**src/rtl/i2c_slave_regs.sv**
```systemverilog
// I2C slave responder with a 2**PTR_WIDTH byte register file: "pointer, then data"
// writes and pointer-relative reads, both auto-incrementing. SDA is driven open-drain.
module i2c_slave_regs #(
    parameter logic [6:0] SLAVE_ADDR = 7'h50,
    parameter int         PTR_WIDTH  = 4
) (
    input  logic                 i2c_core_clock_i,
    input  logic                 i2c_core_reset_i,
    input  logic                 scl_i,
    input  logic                 sda_i,
    output logic                 sda_oe_o,
    output logic                 busy_o,
    output logic                 wr_strobe_o,
    output logic [PTR_WIDTH-1:0] wr_addr_o,
    output logic [7:0]           wr_data_o
);
    localparam int DEPTH = 2 ** PTR_WIDTH;

    typedef enum logic [3:0] {
        IDLE, ADDR, ADDR_ACK, PTR, PTR_ACK, WDATA, WDATA_ACK, RDATA, RDATA_ACK, WAIT_STOP
    } state_t;

    // [0] metastable stage, [1] synchronised sample, [2] previous synchronised sample
    logic [2:0]           scl_q, sda_q;
    logic [1:0]           settle;
    state_t               state, state_n;
    logic [2:0]           bit_cnt, bit_cnt_n;
    logic [7:0]           shift, shift_n;
    logic [PTR_WIDTH-1:0] ptr, ptr_n;
    logic                 sda_oe_n, busy_n, strobe_n, mem_we;
    logic [PTR_WIDTH-1:0] waddr_n;
    logic [7:0]           wdata_n;
    logic [7:0]           mem [DEPTH];

    logic       scl_rise, scl_fall, start_det, stop_det, line_ok;
    logic [7:0] rx_byte, rd_byte;

    // The chains restart at 1 after reset; mask START/STOP until they hold real bus
    // samples so a low SDA at reset release is not mistaken for a START.
    assign line_ok   = (settle == 2'd3);
    assign scl_rise  = scl_q[1] & ~scl_q[2];
    assign scl_fall  = ~scl_q[1] & scl_q[2];
    assign start_det = line_ok & scl_q[1] & scl_q[2] & sda_q[2] & ~sda_q[1];
    assign stop_det  = line_ok & scl_q[1] & scl_q[2] & ~sda_q[2] & sda_q[1];
    assign rx_byte   = {shift[6:0], sda_q[1]};
    assign rd_byte   = mem[ptr];

    always_ff @(posedge i2c_core_clock_i) begin
        if (i2c_core_reset_i) begin
            scl_q       <= '1;
            sda_q       <= '1;
            settle      <= '0;
            state       <= IDLE;
            bit_cnt     <= '0;
            shift       <= '0;
            ptr         <= '0;
            sda_oe_o    <= 1'b0;
            busy_o      <= 1'b0;
            wr_strobe_o <= 1'b0;
            wr_addr_o   <= '0;
            wr_data_o   <= '0;
            // NOTE: register bytes are architecturally reset to zero, so this array must be flops, not a RAM.
            for (int i = 0; i < DEPTH; i++) mem[i] <= '0;
        end else begin
            // NOTE: non-blocking updates so every register samples pre-edge values.
            scl_q       <= {scl_q[1:0], scl_i};
            sda_q       <= {sda_q[1:0], sda_i};
            if (!line_ok) settle <= settle + 2'd1;
            state       <= state_n;
            bit_cnt     <= bit_cnt_n;
            shift       <= shift_n;
            ptr         <= ptr_n;
            sda_oe_o    <= sda_oe_n;
            busy_o      <= busy_n;
            wr_strobe_o <= strobe_n;
            wr_addr_o   <= waddr_n;
            wr_data_o   <= wdata_n;
            if (mem_we) mem[ptr] <= rx_byte;
        end
    end

    always_comb begin
        // NOTE: every variable is defaulted first so no latch is inferred on unassigned paths.
        state_n   = state;
        bit_cnt_n = bit_cnt;
        shift_n   = shift;
        ptr_n     = ptr;
        sda_oe_n  = sda_oe_o;
        busy_n    = busy_o;
        strobe_n  = 1'b0;
        waddr_n   = wr_addr_o;
        wdata_n   = wr_data_o;
        mem_we    = 1'b0;

        if (start_det) begin
            state_n   = ADDR;
            bit_cnt_n = '0;
            sda_oe_n  = 1'b0;
            busy_n    = 1'b0;
        end else if (stop_det) begin
            state_n   = IDLE;
            bit_cnt_n = '0;
            sda_oe_n  = 1'b0;
            busy_n    = 1'b0;
        end else begin
            case (state)
                ADDR: begin
                    if (scl_rise) begin
                        shift_n   = rx_byte;
                        bit_cnt_n = bit_cnt + 3'd1;
                        if (bit_cnt == 3'd7) begin
                            if (rx_byte[7:1] == SLAVE_ADDR) begin
                                state_n = ADDR_ACK;
                                busy_n  = 1'b1;
                            end else begin
                                state_n = WAIT_STOP;
                            end
                        end
                    end
                end
                PTR, WDATA: begin
                    if (scl_rise) begin
                        shift_n   = rx_byte;
                        bit_cnt_n = bit_cnt + 3'd1;
                        if (bit_cnt == 3'd7) begin
                            if (state == PTR) begin
                                ptr_n   = rx_byte[PTR_WIDTH-1:0];
                                state_n = PTR_ACK;
                            end else begin
                                mem_we   = 1'b1;
                                strobe_n = 1'b1;
                                waddr_n  = ptr;
                                wdata_n  = rx_byte;
                                ptr_n    = ptr + PTR_WIDTH'(1);
                                state_n  = WDATA_ACK;
                            end
                        end
                    end
                end
                // bit_cnt 0: waiting for the 8th fall; 1: ACK driven, waiting for the 9th fall
                ADDR_ACK, PTR_ACK, WDATA_ACK: begin
                    if (scl_fall) begin
                        if (bit_cnt == 3'd0) begin
                            sda_oe_n  = 1'b1;
                            bit_cnt_n = 3'd1;
                        end else begin
                            bit_cnt_n = '0;
                            sda_oe_n  = 1'b0;
                            if (state == ADDR_ACK && shift[0]) begin
                                shift_n  = rd_byte;
                                sda_oe_n = ~rd_byte[7];
                                state_n  = RDATA;
                            end else if (state == ADDR_ACK) begin
                                state_n = PTR;
                            end else begin
                                state_n = WDATA;
                            end
                        end
                    end
                end
                RDATA: begin
                    if (scl_fall) begin
                        if (bit_cnt == 3'd7) begin
                            bit_cnt_n = '0;
                            sda_oe_n  = 1'b0;
                            ptr_n     = ptr + PTR_WIDTH'(1);
                            state_n   = RDATA_ACK;
                        end else begin
                            bit_cnt_n = bit_cnt + 3'd1;
                            shift_n   = {shift[6:0], 1'b0};
                            sda_oe_n  = ~shift[6];
                        end
                    end
                end
                RDATA_ACK: begin
                    if (scl_rise) begin
                        if (sda_q[1]) begin
                            state_n = WAIT_STOP;
                            busy_n  = 1'b0;
                        end else begin
                            bit_cnt_n = 3'd1;
                        end
                    end else if (scl_fall && bit_cnt == 3'd1) begin
                        bit_cnt_n = '0;
                        shift_n   = rd_byte;
                        sda_oe_n  = ~rd_byte[7];
                        state_n   = RDATA;
                    end
                end
                IDLE, WAIT_STOP: sda_oe_n = 1'b0;
                default: begin
                    state_n  = IDLE;
                    sda_oe_n = 1'b0;
                end
            endcase
        end
    end

endmodule
```
**config.mk**
```make
export PLATFORM = sky130hd
export DESIGN_NAME = i2c_slave_regs
export DESIGN_NICKNAME = d
export VERILOG_FILES = /design/src/rtl/i2c_slave_regs.sv
export SDC_FILE = /design/constraint.sdc
export NUM_CORES = 1
export LEC_CHECK = 0
export CORE_ASPECT_RATIO = 0.75
export CORE_MARGIN = 10
export CORE_UTILIZATION = 30
export CTS_BUF_LIST = sky130_fd_sc_hd__clkbuf_4 sky130_fd_sc_hd__clkbuf_8
export DETAILED_ROUTE_END_ITERATION = 8
export SLEW_MARGIN = 10
export SYNTH_ARGS = -nofsm -noshare
export SYNTH_HDL_FRONTEND = slang
export SYNTH_SLANG_ARGS = --single-unit
```
**constraint.sdc**
```tcl
create_clock -name i2c_core_clock_i -period 3.3 [get_ports i2c_core_clock_i]
set_input_delay 0.99 -clock i2c_core_clock_i [delete_from_list [all_inputs] [get_ports i2c_core_clock_i]]
set_output_delay 0.99 -clock i2c_core_clock_i [all_outputs]
set_load 0.005 [all_outputs]
```
# --- Yosys cells after proc, flatten, opt, wreduce, memory -nomap -nowiden ---
# Memory sizes are Yosys's and may differ from the RTL's. A register that Yosys moved wholly into a read port is not among the register bits.
# Cells that the tools add are included.
word_totals:
  ff_bits: 41
  latch_bits: 0
  ramBits: 128
  romBits: 0
  inputBits: 4
  out_inout_bits: 15
  wordCells: 172
  mem_count: 1
mem_list:
  columns: ["memory", "depth", "width", "rd", "rd_ports_with_merged_regs", "write_ports", "line", "text"]
  rows:
  - ["mem", 16, 8, 1, 1, 16, "33", "logic [7:0] mem [DEPTH];"]
classes:
  addsub: 3
  n_mul: 0
  div_mod_pow: 0
  order_cmp: 0
  eq_ne: 43
  shift: 0
  muxes: 72
  bitwise_logic: 19
  n_reduce_logical: 21
op_table:
  columns: ["operator", "n"]
  rows:
  - ["4-bit 2-to-1 mux", 20]
  - ["7-bit 2-to-1 mux", 8]
  - ["11-bit AND reduction", 3]
  - ["4-bit != test, second input constant", 8]
  - ["2-bit != test, second input constant", 15]
  - ["7-bit one-hot mux with 4 select lines", 1]
  - ["1-bit 2-to-1 mux", 27]
  - ["3-bit 2-to-1 mux", 9]
  - ["4-bit one-hot mux with 6 select lines", 1]
  - ["6-bit AND reduction", 3]
  - ["4-bit by 3-bit equality test with 1-bit output, second input constant", 4]
  - ["3-bit != test, second input constant", 4]
  - ["3-bit one-hot mux with 4 select lines", 1]
  - ["1-bit NOT", 11]
  - ["5-bit != test, second input constant", 2]
  - ["3-bit OR reduction", 3]
  - ["1-bit AND", 8]
  - ["4-bit by 2-bit equality test with 1-bit output, second input constant", 2]
  - ["4-bit equality test, second input constant", 2]
  - ["8-bit 2-to-1 mux", 1]
  - ["4-bit one-hot mux with 2 select lines", 1]
  - ["8-bit OR reduction", 1]
  - ["7-bit equality test, second input constant", 1]
  - ["7-bit AND reduction", 1]
  - ["other kinds (18)", 21]

# --- Longest topological paths before layout ---
# Gate-level depths: netlist of the first run.
logic_depth:
  word_depth: 12
  ltp_mapped: 8
  depth_no_buf: 7

# --- Worst setup path after synthesis of the first run ---
# Ideal clock, no wire load.
synth_timing:
  path_type: "input to register"
  from: "input i2c_core_reset_i"
  to: "memory mem[14][0], enable pin"
  setup_ps: 384
  arrival_ps: 2187
  required_time_ps: 2916
  path_slack_ps: 729
  cell_stages: 3
  n_path_buf: 0
  path_cell_list: "nor3_1 -> nand2_1 -> o21ai_0"
synth_rtl:
  columns: ["item", "line", "text"]
  rows:
  - ["start, declared", "8", "input logic i2c_core_reset_i,"]
  - ["end, declared", "33", null]

==> impl_metrics.env, run 1 <==
export IMPL_status="completed"
export IMPL_htreeDepth=4
export IMPL_synthCells=697
export IMPL_grt_usage_pct=12.1
export IMPL_tightest_slew_ns=1.00
export IMPL_max_freq_mhz=374
export IMPL_hold_buffers=0
export IMPL_power_density_nw_per_um2=432
export IMPL_synthToLayoutAreaGrowth_pct=12.8
export IMPL_synth_area_leaders="edfxtp_1, dfxtp_1, and2_1, mux4_2, mux2i_1"
export IMPL_clock_skew_ns=0.0187
export IMPL_synth_edf_count=128
export IMPL_power_internal_mw=3.11
export IMPL_grt_pass1_wl_microns=32900
export IMPL_clkPwrFrac_pct=37.1
export IMPL_antenna_found_initial=0
export IMPL_port_buffers=18
export IMPL_clk_latency_ns=0.47
export IMPL_ys_types=64
export IMPL_grt_overflow_total=0
export IMPL_cpPeakStageDelay_ns=0.99
export IMPL_cts_sinks=173
export IMPL_clk_pin_slew_ns=0.11
export IMPL_dp_hpwl_microns=14400
export IMPL_synth_ff_type="edfxtp_1"
export IMPL_synth_area_per_cell_sq_um=12.2
export IMPL_p_sw_mw=1.02
export IMPL_leakagePower_nw=3.04
export IMPL_vias_per_cell=5.00
export IMPL_crit_path_end_kind="register"
export IMPL_gr_usage_met1_pct=18.2
export IMPL_drive_gt1_share_pct=16.7
export IMPL_hp_class="reg -> reg"
export IMPL_clock_path_buffers=2
export IMPL_synth_top_area_share_pct=45.4
export IMPL_fin_nets=732
export IMPL_initial_utilization_pct=30.3
export IMPL_finalMaxSlewViolations=0
export IMPL_syn_num_nets=710
export IMPL_setup_worst_path_class="reg -> reg"
export IMPL_period_share_pct=81.0
export IMPL_use_met2_pct=16.9
export IMPL_path_max_fanout=32
export IMPL_crit_chain="buf_4 > mux2i_1 > a221oi_1 > a221oi_1 > a211oi_2"
export IMPL_dieArea_sq_um=35400
export IMPL_place_congestion=0.875
export IMPL_period_minus_slack_ns=2.67
export IMPL_root_buffer="clkbuf_8"
export IMPL_grt_max_degree=33
export IMPL_dr_first_iter_drc_count=829
export IMPL_multi_input_area_sq_um=3450
export IMPL_maxSlewHeadroom_pct=33.2
export IMPL_setup_viol=0
export IMPL_die_h_microns=166
export IMPL_worst_path_max_delay_cell="dfxtp_2"
export IMPL_crit_top_cell="a221oi_1"
export IMPL_p_total_mw=4.13
export IMPL_globalRouteMet3Util_pct=3.00
export IMPL_yosysWarnings=0
export IMPL_power_frac_comb_pct=3.5
export IMPL_yosysTopAreaCell="edfxtp_1"
export IMPL_die_w_microns=214
export IMPL_fillers=2745
export IMPL_vias=5581
export IMPL_hold_violations=0
export IMPL_cp_start_kind="register"
export IMPL_top_usage_layer="met1"
export IMPL_seqPwrFrac_pct=59.4
export IMPL_irDropWorstVdd_uv=168
export IMPL_wl_per_cell_microns=18.9
export IMPL_routed_wl_microns=21100
export IMPL_ys_seq_elements=173
export IMPL_ff_latch_area_sq_um=4750
export IMPL_ys_seq_area_share_pct=56.0
export IMPL_dr_pass1_iters=6
export IMPL_numCtsBuffers=17
export IMPL_synth_area_sq_um=8470
export IMPL_drc=0
export IMPL_synthArstFlopShare_pct=0
export IMPL_ios=19
export IMPL_cp_data_arrival_time_ns=3.01
export IMPL_drv_cap=0
export IMPL_cts_setup_buffers=0
export IMPL_coreArea_sq_um=27900
export IMPL_switching_share_pct=24.6
export IMPL_antennaDiodeCount=0
export IMPL_ctsResizeCount=0
export IMPL_cts_tree="done"
export IMPL_tns_ns=0
export IMPL_ant_nets=0
export IMPL_grt_pass1_vias=5293
export IMPL_rsz0062_at_grt="no"
export IMPL_required_ns=3.64
export IMPL_rows=53
power groups by stage:
stage / registers [mW] / logic (mW) / clock network [mW]
floorplan: 2.48 / 0.0949 / 0
global placement: 2.50 / 0.144 / 0
detailed placement: 2.50 / 0.146 / 0
CTS: 2.45 / 0.146 / 1.56
global route: 2.46 / 0.161 / 1.64
finish: 2.45 / 0.146 / 1.53
path summary, 6_finish.rpt:
path	from	to	slack [ns]	cells past startpoint
setup / recovery	register	shift[5]	0.63	5
hold / removal	scl_q[0]	scl_q[1]	0.42	1
setup reg to reg	register	shift[5]	0.63	5
hold reg to reg	scl_q[0]	scl_q[1]	0.42	1
metrics by stage:
| stage | worst slack, ns | cell area, sq um | hold slack, ns | utilization (%) | instances |
|---|---|---|---|---|---|
| after floorplan | 0.729 | 8470 | 0.389 | - | 697 |
| after global placement | 0.414 | 9150 | 0.392 | 32.8 | 1085 |
| after detailed placement | 0.401 | 9150 | 0.394 | 32.8 | 1085 |
| after CTS | 0.661 | 9550 | 0.420 | 34.2 | 1117 |
| after global routing | 0.564 | 9550 | 0.433 | 34.2 | 1117 |
| final | 0.628 | 9550 | 0.420 | 34.2 | 1117 |
worst max-delay path, delay by kind of cell, from the launching register on:
kind                   cells  cell delay, ns
flip-flops                 1            0.99
AO/OA/AOI/OAI              3            0.77
multiplexers               1            0.38
buffers and inverters      1            0.37
sequential cells by signal, indices dropped and copies added, names as in the netlist, named ones only:
register,flops
bit_cnt,3
settle,2
scl_q,3
sda_oe_o,1
state,4
mem,128
shift,7
ptr,4
wr_addr_o,4
sda_q,3
wr_data_o,8
wr_strobe_o,1
busy_o,1
metal layers:
layer  vias up  share of wire, %
li1       2607                 -
met1      2738                50
met2       219                41
met3        17               8.2
met4         0              0.77
met5         -                 0
cells by family (layout without fill, tap and decap cells):
group | Yosys count | count (layout) | synth area share, %
buffers and inverters | 59 | 94 | 3.25
XOR/XNOR | 2 | 2 | 0.207
AO/OA/AOI/OAI | 115 | 115 | 9.81
adder cells (fa/ha/maj) | 9 | 9 | 1.33
AND/OR/NAND/NOR | 281 | 281 | 19.9
flip-flops | 173 | 173 | 56.0
multiplexers | 58 | 58 | 9.53
final cells by class:
| cell class | count | area share (%) |
|---|---|---|
| Clock inverter | 15 | 1.75 |
| Inverter | 10 | 0.393 |
| Clock buffer | 17 | 2.45 |
| Tap cell | 385 | 5.04 |
| Multi-Input combinational cell | 465 | 36.1 |
| Timing Repair Buffer | 52 | 4.56 |
| Sequential cell | 173 | 49.7 |
Yosys cell counts (4+ instances only):
| cell | n |
|---|---|
| edfxtp_1 | 128 |
| and2_1 | 119 |
| dfxtp_1 | 45 |
| nand2_1 | 40 |
| mux2i_1 | 39 |
| clkbuf_1 | 30 |
| a21oi_1 | 28 |
| nor2_1 | 26 |
| nor3_1 | 25 |
| o21ai_0 | 20 |
| mux4_2 | 18 |
| a221oi_1 | 14 |
| or2_2 | 11 |
| buf_2 | 10 |
| inv_1 | 10 |
| ha_1 | 9 |
| a211oi_2 | 8 |
| a31oi_1 | 8 |
| nand2b_1 | 8 |
| nand3_1 | 8 |
| nor2b_1 | 7 |
| a22o_1 | 6 |
| buf_4 | 5 |
| o31ai_1 | 5 |
| a21o_1 | 4 |
| nand3b_1 | 4 |
| nor3b_1 | 4 |
| o21bai_1 | 4 |
placed cells by master, fill, tap and decap left out, drive strengths merged, types with 11 or more instances in the layout:
master / synthesis / routed
a211oi: 11 / 11
a21oi: 29 / 29
a221oi: 14 / 14
and2: 119 / 119
buf: 19 / 34
clkbuf: 30 / 17
clkdlybuf4s50: 0 / 18
dfxtp: 45 / 45
edfxtp: 128 / 128
inv: 10 / 22
mux2i: 39 / 39
mux4: 18 / 18
nand2: 41 / 41
nor2: 27 / 27
nor3: 28 / 28
o21ai: 20 / 20
or2: 11 / 11
No activity file was read; power rests on OpenSTA's default activity.
==> run 2, diff against run 1 <==
Clock period 3.3 ns to 2.16 ns, I/O delays scaled along.
==> run 2 against run 1 <==
Effect of this change: fmax is 26% higher; core utilization is 2.3 points higher; global-route usage is 0.42 points higher; clock power is 52% higher; sequential power is 53% higher; flip-flop and latch count stayed put; highest routed layer unchanged; routed wire length is 4.8% higher; critical endpoint is now mem[3][5]; first-iteration DRC count is 34% lower; critical path type unchanged; sequential share of layout area is 3.0 points lower; combinational power is 74% higher; non-clock buffer count is 51 higher; setup slack worse by 0.59 ns.
==> impl_metrics.env, run 2 (synthesis results as in run 1) <==
export IMPL_status="completed"
export IMPL_layout_common_cells="edfxtp_1, and2_1, buf_4"
export IMPL_clock_skew_ns=0.0180
export IMPL_numCtsBuffers=17
export IMPL_crit_path_end_kind="register"
export IMPL_rows=53
export IMPL_period_share_pct=98.2
export IMPL_tns_ns=0
export IMPL_ios=19
export IMPL_dieArea_sq_um=35400
export IMPL_port_buffers=18
export IMPL_maxSlewHeadroom_pct=63.1
export IMPL_period_minus_slack_ns=2.12
export IMPL_power_internal_mw=4.76
export IMPL_path_max_fanout=8
export IMPL_grt_usage_pct=12.6
export IMPL_rsz0062_at_grt="yes"
export IMPL_dr_first_iter_drc_count=551
export IMPL_seqPwrFrac_pct=59.3
export IMPL_wl_per_cell_microns=18.9
export IMPL_grt_pass1_vias=5497
export IMPL_placed_area_sq_um=9550
export IMPL_clock_path_buffers=2
export IMPL_required_ns=2.34
export IMPL_finalMaxSlewViolations=0
export IMPL_cp_data_arrival_time_ns=2.30
export IMPL_drive_gt1_share_pct=26.1
export IMPL_cts_tree="done"
export IMPL_vias=5744
export IMPL_dr_pass1_iters=5
export IMPL_cts_sinks=173
export IMPL_final_common_cell="edfxtp_1"
export IMPL_dp_cells=1130
export IMPL_drv_cap=0
export IMPL_vias_per_cell=4.92
export IMPL_p_sw_mw=1.55
export IMPL_place_congestion=0.886
export IMPL_antenna_found_initial=0
export IMPL_clkPwrFrac_pct=36.7
export IMPL_largest_reg_flops=128
export IMPL_grt_overflow_total=0
export IMPL_largest_register="mem"
export IMPL_instances_no_fill=1168
export IMPL_power_frac_comb_pct=4.0
export IMPL_p_total_mw=6.32
export IMPL_dp_hpwl_microns=15400
export IMPL_ff_latch_area_sq_um=4760
export IMPL_antennaDiodeCount=0
export IMPL_die_w_microns=214
export IMPL_clk_pin_slew_ns=0.11
export IMPL_tightest_slew_ns=0.552
export IMPL_root_buffer="clkbuf_8"
export IMPL_synthToLayoutAreaGrowth_pct=20.3
export IMPL_switching_share_pct=24.6
export IMPL_coreArea_sq_um=27900
export IMPL_top_regs="mem: 128 flops, wr_data_o: 8 flops, shift: 7 flops"
export IMPL_setup_worst_path_class="reg -> reg"
export IMPL_grt_pass1_wl_microns=33800
export IMPL_setup_viol=0
export IMPL_irDropWorstVdd_uv=347
export IMPL_clk_latency_ns=0.48
export IMPL_htreeDepth=4
export IMPL_routed_wl_microns=22100
export IMPL_cp_start_kind="register"
export IMPL_multi_input_area_sq_um=3610
export IMPL_drc=0
export IMPL_finalInstanceArea_sq_um=10200
export IMPL_power_density_nw_per_um2=620
export IMPL_hold_violations=0
export IMPL_fillers=2749
export IMPL_ant_nets=0
export IMPL_max_freq_mhz=471
export IMPL_initial_utilization_pct=30.3
export IMPL_die_h_microns=166
export IMPL_leakagePower_nw=3.35
export IMPL_grt_max_degree=29
export IMPL_hp_class="reg -> reg"
export IMPL_fin_nets=783
## run 2: power groups by stage
stage	clock network [mW]	logic [mW]	registers, mW
after global routing	2.50	0.277	3.76
after detailed placement	0	0.240	3.82
after floorplan	0	0.147	3.79
after global placement	0	0.235	3.82
final	2.32	0.254	3.74
after CTS	2.36	0.241	3.75
## run 2: stage by stage
stage	setup WS [ns]	utilization, %	hold WS [ns]
floorplan	-0.0578	-	0.389
global placement	-0.0373	34.2	0.393
detailed placement	-0.0609	34.2	0.395
CTS	-0.00354	35.7	0.423
global route	-0.0288	36.5	0.434
finish	0.0384	36.5	0.421
## run 2: layout make-up
class	count	area share, %
flip-flops and latches	173	46.7
multi-input cells	465	35.4
repair buffers	103	8.99
well taps	385	4.73
clock buffers	17	2.30
clock inverters	15	1.57
inverters	10	0.368
## run 2: critical path, stage by stage, from the launching register on
cell and delay, ns:
dfxtp_4 0.38, ha_4 0.14, ha_4 0.12, nand3b_1 0.18, nor3_4 0.38, nand2_2 0.17
nor4_4 0.21, or2_4 0.24
## run 2: metal layers
metal / vias up / GRT usage, % / routed length [microns]
li1: 2720 / - / -
met1: 2836 / 18.8 / 11300
met2: 172 / 17.5 / 9140
met3: 16 / 2.99 / 1500
met4: 0 / 3.14 / 212
met5: - / 0 / 0
## run 2: what timing repair did
item	CTS	global route
cloned	0	2
buffers inserted	1	3
gates resized for setup	4	48
setup endpoints to repair	90	193
pin swaps	0	7
hold buffers	0	0
## run 2: final timing paths
check                            endpoint        from  cells after the start  slack [ns]
worst max register to register  mem[3][5]  bit_cnt[1]                      7        0.04
worst max-delay path            mem[3][5]  bit_cnt[1]                      7        0.04
worst min register to register   scl_q[1]    scl_q[0]                      1        0.42
worst min-delay path             scl_q[1]    scl_q[0]                      1        0.42
==> run 3, diff against run 2 <==
Settings changed: PLACE_DENSITY set to 0.56.
Clock period 2.16 ns to 1.93 ns, I/O delays scaled along.
==> run 3 against run 2 <==
Effect of this change: the run now ends with setup timing left; flip-flop and latch count did not move; register-to-register slack worse by 0.14 ns; fmax increased by 4.6%; die area unchanged; worst hold slack gained 0.0018 ns; critical path type unchanged; largest cell class unchanged.
==> impl_metrics.env, run 3 (synthesis results as in run 1) <==
export IMPL_setup_worst_path_class="reg -> reg"
export IMPL_p_total_mw=7.14
export IMPL_drive_gt1_share_pct=38.1
export IMPL_coreArea_sq_um=27900
export IMPL_clock_skew_ns=0.0145
export IMPL_path_max_fanout=7
export IMPL_fin_nets=824
export IMPL_largest_reg_flops=128
export IMPL_vias=5946
export IMPL_vias_per_cell=4.91
export IMPL_crit_path_end_kind="register"
export IMPL_final_common_cell="edfxtp_1"
export IMPL_routed_wl_microns=23600
export IMPL_largest_register="mem"
export IMPL_placed_area_sq_um=10000
export IMPL_ios=19
export IMPL_root_buffer="clkbuf_8"
export IMPL_hp_class="reg -> reg"
export IMPL_power_density_nw_per_um2=640
export IMPL_cpPeakStageDelay_ns=0.36
export IMPL_cp_data_arrival_time_ns=2.26
export IMPL_clk_pin_slew_ns=0.10
export IMPL_period_minus_slack_ns=2.03
export IMPL_dr_first_iter_drc_count=452
export IMPL_violations="setup timing"
export IMPL_clock_path_buffers=2
export IMPL_hold_ws_ns=0.423
export IMPL_tightest_slew_ns=0.503
export IMPL_dp_cells=1158
export IMPL_synthToLayoutAreaGrowth_pct=31.8
export IMPL_dr_pass1_iters=5
export IMPL_max_freq_mhz=493
export IMPL_grt_pass1_wl_microns=35400
export IMPL_antenna_found_initial=0
export IMPL_die_h_microns=166
export IMPL_cts_sinks=173
export IMPL_maxSlewHeadroom_pct=66.4
export IMPL_leakagePower_nw=3.91
export IMPL_finalMaxSlewViolations=0
export IMPL_numCtsBuffers=17
export IMPL_cp_start_kind="register"
export IMPL_clk_latency_ns=0.47
export IMPL_dp_hpwl_microns=16400
export IMPL_cts_tree="done"
export IMPL_setup_viol=146
export IMPL_drv_cap=0
export IMPL_irDropWorstVdd_uv=468
export IMPL_grt_pass1_vias=5703
export IMPL_hold_violations=0
export IMPL_layout_setup_ws_ns=-0.0979
export IMPL_finalInstanceArea_sq_um=11200
export IMPL_ant_nets=0
export IMPL_tns_ns=-6.83
export IMPL_grt_usage_pct=13.2
export IMPL_place_congestion=0.862
export IMPL_grt_overflow_total=0
export IMPL_port_buffers=18
export IMPL_grt_max_degree=38
export IMPL_rows=53
export IMPL_wl_per_cell_microns=19.5
export IMPL_status="finished with violations"
export IMPL_required_ns=2.16
export IMPL_worst_path_max_delay_cell="dfxtp_4"
export IMPL_die_w_microns=214
export IMPL_layout_common_cells="edfxtp_1, and2_1, buf_4"
export IMPL_rsz0062_at_grt="yes"
export IMPL_initial_utilization_pct=30.3
export IMPL_top_regs="mem: 128 flops, wr_data_o: 8 flops, shift: 7 flops"
export IMPL_htreeDepth=4
export IMPL_crit_top_cell="ha_4"
export IMPL_instances_no_fill=1210
export IMPL_crit_chain="ha_4 > ha_4 > nand3b_1 > buf_6 > nor3_4 > buf_12 > nand2_4 > bufbuf_16 > nor2_1 > buf_4 > and2_1"
export IMPL_dieArea_sq_um=35400
export IMPL_drc=0
export IMPL_period_share_pct=105
[run 3: cell count changes in the layout (fill, tap and decap cells not counted), moves of 11 or more]
cell / delta
and2_1: -20
and2_4: +20
buf_4: +20
clkdlybuf4s50_1: -15
dlygate4sd2_1: +11
[run 3: power breakdown]
part	internal, mW	total (mW)	switching [mW]
logic	0.128	0.310	0.183
clock network	1.15	2.65	1.50
registers	4.12	4.18	0.0608
total	5.40	7.14	1.75
[run 3: area by class of cell]
cell class	instances	area, sq um
Fill cell	2609	16800
Sequential cell	173	4770
Multi-Input combinational cell	465	4030
Timing Repair Buffer	144	1440
Tap cell	385	482
Clock buffer	19	262
Clock inverter	13	144
Inverter	10	37.5
Antenna cell	1	2.50
[run 3: worst paths after layout]
path,from,end,slack (ns),cells past startpoint
worst max-delay path,bit_cnt[0],mem[11][6],-0.1,11
worst min-delay path,sda_q[0],sda_q[1],0.42,1
worst max register to register,bit_cnt[0],mem[11][6],-0.1,11
worst min register to register,sda_q[0],sda_q[1],0.42,1
[run 3: per-stage QoR]
| step | setup WS (ns) | util [%] |
|---|---|---|
| 2_1_floorplan | -0.202 | - |
| 3_3_place_gp | -0.218 | 35.9 |
| 3_5_place_dp | -0.240 | 35.9 |
| 4_1_cts | -0.150 | 38.6 |
| 5_1_grt | -0.195 | 40.0 |
| 6_report | -0.0979 | 40.0 |
[run 3: what timing repair did]
item,in CTS,in global routing
pin swaps,19,28
hold buffers,0,0
endpoints found under the setup margin,256,286
gates cloned,3,0
gates resized for setup,56,88
setup buffers,5,13
[run 3: worst max-delay path, delay by kind of cell, from the launching register on]
| kind | cells | cell delay [ns] |
|---|---|---|
| DFF | 1 | 0.36 |
| adders and majority gates | 2 | 0.31 |
| buffers and inverters | 4 | 0.69 |
| and+or+nand+nor | 5 | 0.43 |
[run 3: per-layer routing]
| layer | vias up | track usage [%] | routed length (microns) |
|---|---|---|---|
| met2 | 144 | 18.9 | 10200 |
| met3 | 13 | 2.40 | 1190 |
| met4 | 0 | 3.11 | 172 |
| li1 | 2804 | - | - |
| met1 | 2985 | 20.1 | 12100 |
| met5 | - | 0 | 0 |
